==> src/rtl/data_io_sync.sv <==
// SPI download port: oversamples sck/ss/sdi in clk_sys and packs payload bytes
// into words, presenting each through a single-entry valid/ready holding register.
module data_io_sync #(
    parameter int START_ADDR  = 0,
    parameter int ADDR_WIDTH  = 12,
    parameter int DATA_WIDTH  = 8,
    parameter int INDEX_WIDTH = 8
) (
    input  logic                   clk_sys,
    input  logic                   reset_n,
    input  logic                   sck,
    input  logic                   ss,
    input  logic                   sdi,
    output logic                   downloading,
    output logic [INDEX_WIDTH-1:0] ioctl_index,
    output logic                   ioctl_wr,
    input  logic                   ioctl_ready,
    output logic [ADDR_WIDTH-1:0]  ioctl_addr,
    output logic [DATA_WIDTH-1:0]  ioctl_dout,
    output logic                   overflow
);

    localparam logic [7:0] CMD_FILE_TX     = 8'h53;
    localparam logic [7:0] CMD_FILE_TX_DAT = 8'h54;
    localparam logic [7:0] CMD_FILE_INDEX  = 8'h55;
    localparam logic [ADDR_WIDTH-1:0] ADDR_RST = ADDR_WIDTH'(START_ADDR);
    localparam logic LANE_LAST = (DATA_WIDTH == 16);

    logic [1:0] sck_sync_q, ss_sync_q, sdi_sync_q;
    logic       sck_prev_q;

    logic [2:0]             bit_q, bit_d;
    logic [6:0]             shift_q, shift_d;
    logic                   have_cmd_q, have_cmd_d;
    logic [7:0]             cmd_q, cmd_d;
    logic                   lane_q, lane_d;
    logic [7:0]             low_q, low_d;
    logic                   dl_q, dl_d;
    logic                   end_pend_q, end_pend_d;
    logic [INDEX_WIDTH-1:0] idx_q, idx_d;
    logic                   wr_q, wr_d;
    logic [ADDR_WIDTH-1:0]  addr_q, addr_d;
    logic [DATA_WIDTH-1:0]  dout_q, dout_d;
    logic                   ovf_q, ovf_d;

    logic                   sck_s, ss_s, sdi_s, sck_rise, byte_done, accept;
    logic [7:0]             byte_in;
    logic [INDEX_WIDTH+7:0] idx_ext;
    logic [DATA_WIDTH-1:0]  word;

    assign sck_s    = sck_sync_q[1];
    assign ss_s     = ss_sync_q[1];
    assign sdi_s    = sdi_sync_q[1];
    assign sck_rise = sck_s & ~sck_prev_q & ~ss_s;
    assign byte_in  = {shift_q, sdi_s};
    assign idx_ext  = {{INDEX_WIDTH{1'b0}}, byte_in};
    assign accept   = wr_q & ioctl_ready;

    // The final byte of a word is used straight from the shifter so the write
    // request leaves one edge after the last synchronised sck rise.
    if (DATA_WIDTH == 16) begin : g_w16
        assign word = {byte_in, low_q};
    end else begin : g_w8
        assign word = byte_in;
        logic unused_low;
        assign unused_low = ^low_q;
    end

    always_comb begin
        bit_d      = bit_q;
        shift_d    = shift_q;
        have_cmd_d = have_cmd_q;
        cmd_d      = cmd_q;
        lane_d     = lane_q;
        low_d      = low_q;
        dl_d       = dl_q;
        end_pend_d = end_pend_q;
        idx_d      = idx_q;
        wr_d       = wr_q;
        addr_d     = addr_q;
        dout_d     = dout_q;
        ovf_d      = ovf_q;
        byte_done  = 1'b0;

        if (end_pend_q && !wr_q) begin
            dl_d       = 1'b0;
            end_pend_d = 1'b0;
        end
        if (accept) begin
            wr_d   = 1'b0;
            addr_d = addr_q + 1'b1;
        end

        if (ss_s) begin
            bit_d      = 3'd0;
            lane_d     = 1'b0;
            have_cmd_d = 1'b0;
            cmd_d      = 8'h00;
        end else if (sck_rise) begin
            shift_d   = byte_in[6:0];
            bit_d     = bit_q + 3'd1;
            byte_done = (bit_q == 3'd7);
        end

        if (byte_done) begin
            if (!have_cmd_q) begin
                cmd_d      = byte_in;
                have_cmd_d = 1'b1;
            end else begin
                case (cmd_q)
                    CMD_FILE_TX: begin
                        if (byte_in[0]) begin
                            dl_d       = 1'b1;
                            addr_d     = ADDR_RST;
                            ovf_d      = 1'b0;
                            lane_d     = 1'b0;
                            end_pend_d = 1'b0;
                        end else if (wr_d) begin
                            end_pend_d = 1'b1;
                        end else begin
                            dl_d       = 1'b0;
                            end_pend_d = 1'b0;
                        end
                    end
                    CMD_FILE_INDEX: begin
                        if (!dl_q) idx_d = idx_ext[INDEX_WIDTH-1:0];
                    end
                    CMD_FILE_TX_DAT: begin
                        if (dl_q) begin
                            if (lane_q == LANE_LAST) begin
                                lane_d = 1'b0;
                                if (!wr_q || accept) begin
                                    dout_d = word;
                                    wr_d   = 1'b1;
                                end else begin
                                    ovf_d = 1'b1;
                                end
                            end else begin
                                low_d  = byte_in;
                                lane_d = ~lane_q;
                            end
                        end
                    end
                    default: ;
                endcase
            end
        end
    end

    always_ff @(posedge clk_sys or negedge reset_n) begin
        if (!reset_n) begin
            sck_sync_q <= 2'b00;
            ss_sync_q  <= 2'b11;
            sdi_sync_q <= 2'b00;
            sck_prev_q <= 1'b0;
            bit_q      <= 3'd0;
            shift_q    <= 7'd0;
            have_cmd_q <= 1'b0;
            cmd_q      <= 8'h00;
            lane_q     <= 1'b0;
            low_q      <= 8'h00;
            dl_q       <= 1'b0;
            end_pend_q <= 1'b0;
            idx_q      <= '0;
            wr_q       <= 1'b0;
            addr_q     <= ADDR_RST;
            dout_q     <= '0;
            ovf_q      <= 1'b0;
        end else begin
            sck_sync_q <= {sck_sync_q[0], sck};
            ss_sync_q  <= {ss_sync_q[0], ss};
            sdi_sync_q <= {sdi_sync_q[0], sdi};
            sck_prev_q <= sck_s;
            bit_q      <= bit_d;
            shift_q    <= shift_d;
            have_cmd_q <= have_cmd_d;
            cmd_q      <= cmd_d;
            lane_q     <= lane_d;
            low_q      <= low_d;
            dl_q       <= dl_d;
            end_pend_q <= end_pend_d;
            idx_q      <= idx_d;
            wr_q       <= wr_d;
            addr_q     <= addr_d;
            dout_q     <= dout_d;
            ovf_q      <= ovf_d;
        end
    end

    assign downloading = dl_q;
    assign ioctl_index = idx_q;
    assign ioctl_wr    = wr_q;
    assign ioctl_addr  = addr_q;
    assign ioctl_dout  = dout_q;
    assign overflow    = ovf_q;

endmodule

==> config.mk <==
export PLATFORM = sky130hd
export DESIGN_NAME = data_io_sync
export DESIGN_NICKNAME = d
export VERILOG_FILES = /design/src/rtl/data_io_sync.sv
export SDC_FILE = /design/constraint.sdc
export NUM_CORES = 1
export LEC_CHECK = 0
export ABC_CLOCK_PERIOD_IN_PS = 3280
export CAP_MARGIN = 40
export CORE_MARGIN = 4
export CORE_UTILIZATION = 35
export DETAILED_ROUTE_END_ITERATION = 10
export HOLD_SLACK_MARGIN = 0.02
export PLACE_DENSITY = 0.66
export SLEW_MARGIN = 20
export SYNTH_ARGS = -nofsm -noshare
export SYNTH_HDL_FRONTEND = slang
export SYNTH_SLANG_ARGS = --single-unit
==> constraint.sdc <==
create_clock -name clk_sys -period 3.28 [get_ports clk_sys]
set_clock_uncertainty 0.05 [all_clocks]
set_input_delay 0.656 -clock clk_sys [delete_from_list [all_inputs] [get_ports clk_sys]]
set_output_delay 0.656 -clock clk_sys [all_outputs]
set_load 0.05 [all_outputs]
==> results of run 1 <==
logic make-up (layout without fill, tap and decap cells):
kind of cell,after synthesis,after routing,synth area share [%]
buf+inv,10,61,1.81
fa+ha+maj,3,3,1.51
xor+xnor,12,12,4.21
simple gates,65,65,14.2
flops,59,59,59.3
mux,35,35,16.8
compound gates,8,8,2.16
metrics by stage:
step / setup WS [ns] / cell area [sq um] / utilization [%] / power [W] / std cells
after CTS: 0.656 / 3180 / 46.3 / 0.00167 / 338
after detailed placement: 0.497 / 2970 / 43.2 / 0.000943 / 322
after global placement: 0.534 / 2970 / 43.2 / 0.000940 / 322
after floorplan: 0.996 / 2490 / - / 0.000887 / 192
after global routing: 0.599 / 3190 / 46.4 / 0.00172 / 339
final: 0.700 / 3190 / 46.4 / 0.00164 / 339
final timing paths:
check | start | to | slack [ns] | cells after the start
setup reg to reg | bit_q[0] | ioctl_dout[7] | 0.70 | 6
hold reg to reg | sdi_sync_q[0] | sdi_sync_q[1] | 0.30 | 0
min in group clk_sys | sdi_sync_q[0] | sdi_sync_q[1] | 0.30 | 0
hold / removal | reset_n | cmd_q[0] | 0.29 | 1
setup / recovery | bit_q[0] | ioctl_dout[7] | 0.70 | 6
max in group asynchronous | reset_n | ioctl_addr[10] | 2.19 | 2
sequential cells by signal, indices dropped and copies added, names as in the netlist:
register     flops
ioctl_dout       8
ioctl_index      8
overflow         1
ss_sync_q        2
bit_q            3
ioctl_wr         1
shift_q          7
sdi_sync_q       2
ioctl_addr      12
downloading      1
lane_q           1
cmd_q            8
have_cmd_q       1
sck_prev_q       1
end_pend_q       1
sck_sync_q       2
power groups by stage:
stage / Clock (W) / Combinational, W / Sequential [W]
final: 0.000717 / 0.0000980 / 0.000828
after global routing: 0.000775 / 0.000111 / 0.000836
after CTS: 0.000741 / 0.000100 / 0.000830
after detailed placement: 0 / 0.0000999 / 0.000843
after global placement: 0 / 0.0000975 / 0.000843
after floorplan: 0 / 0.0000500 / 0.000837
cells in the mapped netlist:
cell      number
mux2_2        23
nand2_1        9
o211ai_1       1
nor2_1        20
buf_6          1
a211o_1        1
nor3b_1        2
and4_1         1
or3_1          1
nand4_1        3
or4b_1         1
and3_1         1
a21oi_1        4
nand4b_1       2
mux2_4         8
o31ai_1        1
nor4b_1        1
mux2i_1        4
clkbuf_1       4
nand3_1        4
nand3b_1       2
nor4_1         3
o211a_1        1
xnor2_1        6
nand2b_1       3
or3_4          1
dfrtp_1       57
ha_1           3
nor2b_1        8
nor3_1         2
inv_1          5
xor2_1         6
nor4bb_1       1
dfstp_2        2
layer usage:
metal	global-route usage, %	routed length (microns)	vias to the layer above
met1	14.6	2160	772
li1	-	-	761
met4	4.08	48	0
met5	0	0	-
met3	6.01	306	8
met2	18.6	2110	37
layout make-up:
cell class	count	area [sq um]	area share, %
repair buffers	40	385	12.1
flip-flops and latches	59	1480	46.4
clock buffers	10	128	4.00
multi-input cells	123	970	30.4
inverters	5	18.8	0.588
clock inverters	6	90.1	2.82
well taps	96	120	3.76
==> impl_metrics.toml, run 1 <==
[detailed_routing]
wl_per_cell_microns = 13.6
drt_iter0_drc = 49
via_per_inst = 4.65
firstDrtPassIters = 4
ant_nets = 0
drt-total-wl_mm = 4.63
route.detailed.drc = 0
vias = 1578

[global_route]
grt_pass1_vias = 1601
grt.overflow.total = 0
antenna_found_initial = 0
grt_pass1_wl_mm = 7.92
grtUsageTotal_pct = 12.0
grt_max_degree = 30

[yosys]
synth.area.top_cells = "dfrtp_1, mux2_2, mux2_4"
synth_top_area_share_pct = 57.2
synth_warnings = 0
synth_nets = 201
syn_area_sq_mm = 0.00249
yosysSeqAreaShare_pct = 59.3
yosysTopAreaCell = "dfrtp_1"
synth.avg_cell_area_sq_um = 13.0
syn_inst = 192
yosys.cell_types.count = 34
synth.ff_latch_count = 59

[cells_and_area]
n_fill_cell = 644
nNetsFinal = 247
final_cell_mix = "dfrtp_1, clkdlybuf4s50_1, mux2_2"
n_antenna_cell = 0
drive_above_1_share_pct = 22.2
synthToLayoutAreaGrowth_pct = 27.9
layout_commonest_cell = "dfrtp_1"

[placement]
port_buffers = 36
dpl.hpwl_mm = 3.23
gp_congestion = 0.813

[timing]
max_slew_margin_pct = 54.9
fin_hold_ws_ns = 0.290
setup_viol = 0
max_slew.worst_pin.slew_ns = 0.670
finalSetupTns_ns = 0
fin_crit_sh_pct = 78.7
fin_crit_ns = 2.58
max_clock_freq_mhz = 388
drv_slew = 0
hold_viol = 0
rsz0062_at_grt = "false"

[setup_path]
crit_family = "simple AND/OR/NAND/NOR gates"
critPathBufInv = 0
cpPeakStageDelay_ns = 0.79
setup.worst_path.class = "reg -> reg"
cp.arrival_ns = 2.75
critPathSlowestCell = "or4b_1"
worstPathMaxFanout = 8
critical_path.cell_chain = "ha_1 > ha_1 > nand3b_1 > or3_4 > or4b_1 > mux2_4"
cp_common_cell = "ha_1"
required_ns = 3.45
crit_path_end_kind = "flop"
startpoint_type = "flop"

[cts]
path_clk_slew_ns = 0.07
clock_latency_ns = 0.34
htree_num_levels = 3
ctsLongestPathBuffers = 2
cts_tree = "done"
clock_sinks = 59
cts.hold.buffers_added = 0
post_cts_resized = 0
postCtsSetupBuffers = 0
clockRootBuffer = "clkbuf_8"
cts_buffers = 9

[die]
die_h_microns = 92.4
dieArea_sq_mm = 0.00854
rows = 30
pin_count = 37
start_util_pct = 36.3
core_sq_mm = 0.00687
die_w_microns = 92.4

[power]
power.switching_w = 0.000391
pwr-share-comb_pct = 6.0
power.internal_w = 0.00125
p_per_area_mw_per_mm2 = 515
p_seq_share_pct = 50.4
switching_share_pct = 23.8
power_frac_clock_pct = 43.6
ir_drop_mv = 0.328
p_leak_nw = 1.47

[status]
outcome = "finished, final reports clean"

[min_path]
hp-class = "in -> async"

[job]
maxCapViolations = 0
Power figures use the tool's default switching activity.
==> run 2: changes to the inputs <==
--- a/config.mk
+++ b/config.mk
@@ -5,7 +5,7 @@
 export SDC_FILE = /design/constraint.sdc
 export NUM_CORES = 1
 export LEC_CHECK = 0
-export ABC_CLOCK_PERIOD_IN_PS = 3280
+export ABC_CLOCK_PERIOD_IN_PS = 2480
 export CAP_MARGIN = 40
 export CORE_MARGIN = 4
 export CORE_UTILIZATION = 35
==> constraint.sdc (replaced) <==
create_clock -name clk_sys -period 2.48 [get_ports clk_sys]
set_clock_uncertainty 0.05 [all_clocks]
set_input_delay 0.496 -clock clk_sys [delete_from_list [all_inputs] [get_ports clk_sys]]
set_output_delay 0.496 -clock clk_sys [all_outputs]
set_load 0.05 [all_outputs]
==> run 2 against run 1 <==
Net effect:
- maximum frequency is 9.8% higher
- clock-buffer cell count is 3 higher
- first-iteration DRC count grew 53%
- wire length about the same
- worst setup slack worse by 0.57 ns
- power increased by 23%
- critical path type unchanged
- largest power group unchanged
- highest routed layer unchanged
==> impl_metrics.toml, run 2 (synthesized netlist as in run 1, its figures left out) <==
[power]
p_leak_nw = 1.48
p_per_area_mw_per_mm2 = 631
ir_drop_mv = 0.393
finalPower_w = 0.00202

[cells_and_area]
drive_above_1_share_pct = 23.2
final_cells = 342
finalCoreUtilization_pct = 46.6
nNetsFinal = 251
multi_input_area_sq_um = 970
n_fill_cell = 639
register_area_sq_mm = 0.00148
largest_reg_flops = 12
final_cell_mix = "dfrtp_1, clkdlybuf4s50_1, mux2_2"
n_antenna_cell = 0
synthToLayoutAreaGrowth_pct = 28.2
layout_commonest_cell = "dfrtp_1"

[timing]
max_clock_freq_mhz = 425
worst_slack_ns = 0.130
fin_crit_ns = 2.35
max_slew_margin_pct = 58.1
fin_crit_sh_pct = 94.8
max_slew.worst_pin.slew_ns = 0.623
drv_slew = 0
hold_viol = 0
setup_viol = 0
rsz0062_at_grt = "false"
finalSetupTns_ns = 0

[cts]
ctsLongestPathBuffers = 2
cts.hold.buffers_added = 0
clockRootBuffer = "clkbuf_8"
clock_latency_ns = 0.33
cts_tree = "done"
htree_num_levels = 3
clock_sinks = 59
path_clk_slew_ns = 0.06
postCtsSetupBuffers = 0
post_cts_resized = 0
cts_buffers = 9

[setup_path]
startpoint_type = "flop"
cp.arrival_ns = 2.51
setup.worst_path.class = "reg -> reg"
crit_path_end_kind = "flop"
worstPathMaxFanout = 8
required_ns = 2.64

[global_route]
grt_max_degree = 31
grt_pass1_wl_mm = 7.94
antenna_found_initial = 0
grt_pass1_vias = 1676
grt.overflow.total = 0
grtUsageTotal_pct = 12.0

[detailed_routing]
firstDrtPassIters = 4
route.detailed.drc = 0
drt-total-wl_mm = 4.62
ant_nets = 0
vias = 1590
via_per_inst = 4.65
wl_per_cell_microns = 13.5
drt_iter0_drc = 75

[job]
maxCapViolations = 0

[placement]
gp_congestion = 0.808
dpl.hpwl_mm = 3.17
dp_slack_ns = 0.0912
placed_cells_incl_taps = 327
port_buffers = 36

[die]
dieArea_sq_mm = 0.00854
start_util_pct = 36.3
die_h_microns = 92.4
rows = 30
pin_count = 37
die_w_microns = 92.4
core_sq_mm = 0.00687

[status]
outcome = "finished, final reports clean"

[min_path]
hp-class = "in -> async"
## run 2: worst max-delay path, cell delays in order (launching register included)
cell and delay (ns):
dfrtp_1 0.37, or3_1 0.40, or3_4 0.42, or4b_1 0.52, buf_6 0.17, mux2_4 0.29
## run 2: cell type report
type	instances	share of cell area, %
Sequential cell	59	46.2
Timing Repair Buffer	44	13.5
Inverter	5	0.587
Tap cell	96	3.76
Clock inverter	2	0.313
Clock buffer	13	5.28
Multi-Input combinational cell	123	30.3
## run 2: per-stage QoR
stage	hold slack, ns	area, sq um
3_3_place_gp	0.283	3020
2_1_floorplan	0.150	2490
3_5_place_dp	0.287	3020
6_report	0.0421	3200
5_1_grt	0.0464	3200
4_1_cts	0.0473	3190
## run 2: final timing paths
check	startpoint	end	cells past startpoint	slack, ns
max	cmd_q[3]	ioctl_dout[1]	5	0.13
min in group clk_sys	sdi_sync_q[0]	sdi_sync_q[1]	0	0.30
min	reset_n	ioctl_addr[4]	1	0.04
min reg2reg	sdi_sync_q[0]	sdi_sync_q[1]	0	0.30
max reg2reg	cmd_q[3]	ioctl_dout[1]	5	0.13
max in group asynchronous	reset_n	ss_sync_q[1]	2	1.76
## run 2: power breakdown
| part | switching (W) | total [W] | leakage, nW | internal [W] |
|---|---|---|---|---|
| clock network | 0.000349 | 0.000785 | 0.0953 | 0.000436 |
| logic | 0.0000693 | 0.000139 | 0.606 | 0.0000700 |
| registers | 0.0000703 | 0.00109 | 0.780 | 0.00102 |
## run 2: per-layer routing
metal / GRT usage, % / vias to the layer above / part of all wire [%]
met5: 0 / - / 0
met4: 4.95 / 0 / 0.97
met3: 5.52 / 8 / 6.4
met2: 17.4 / 44 / 44
met1: 15.5 / 775 / 48
li1: - / 763 / -
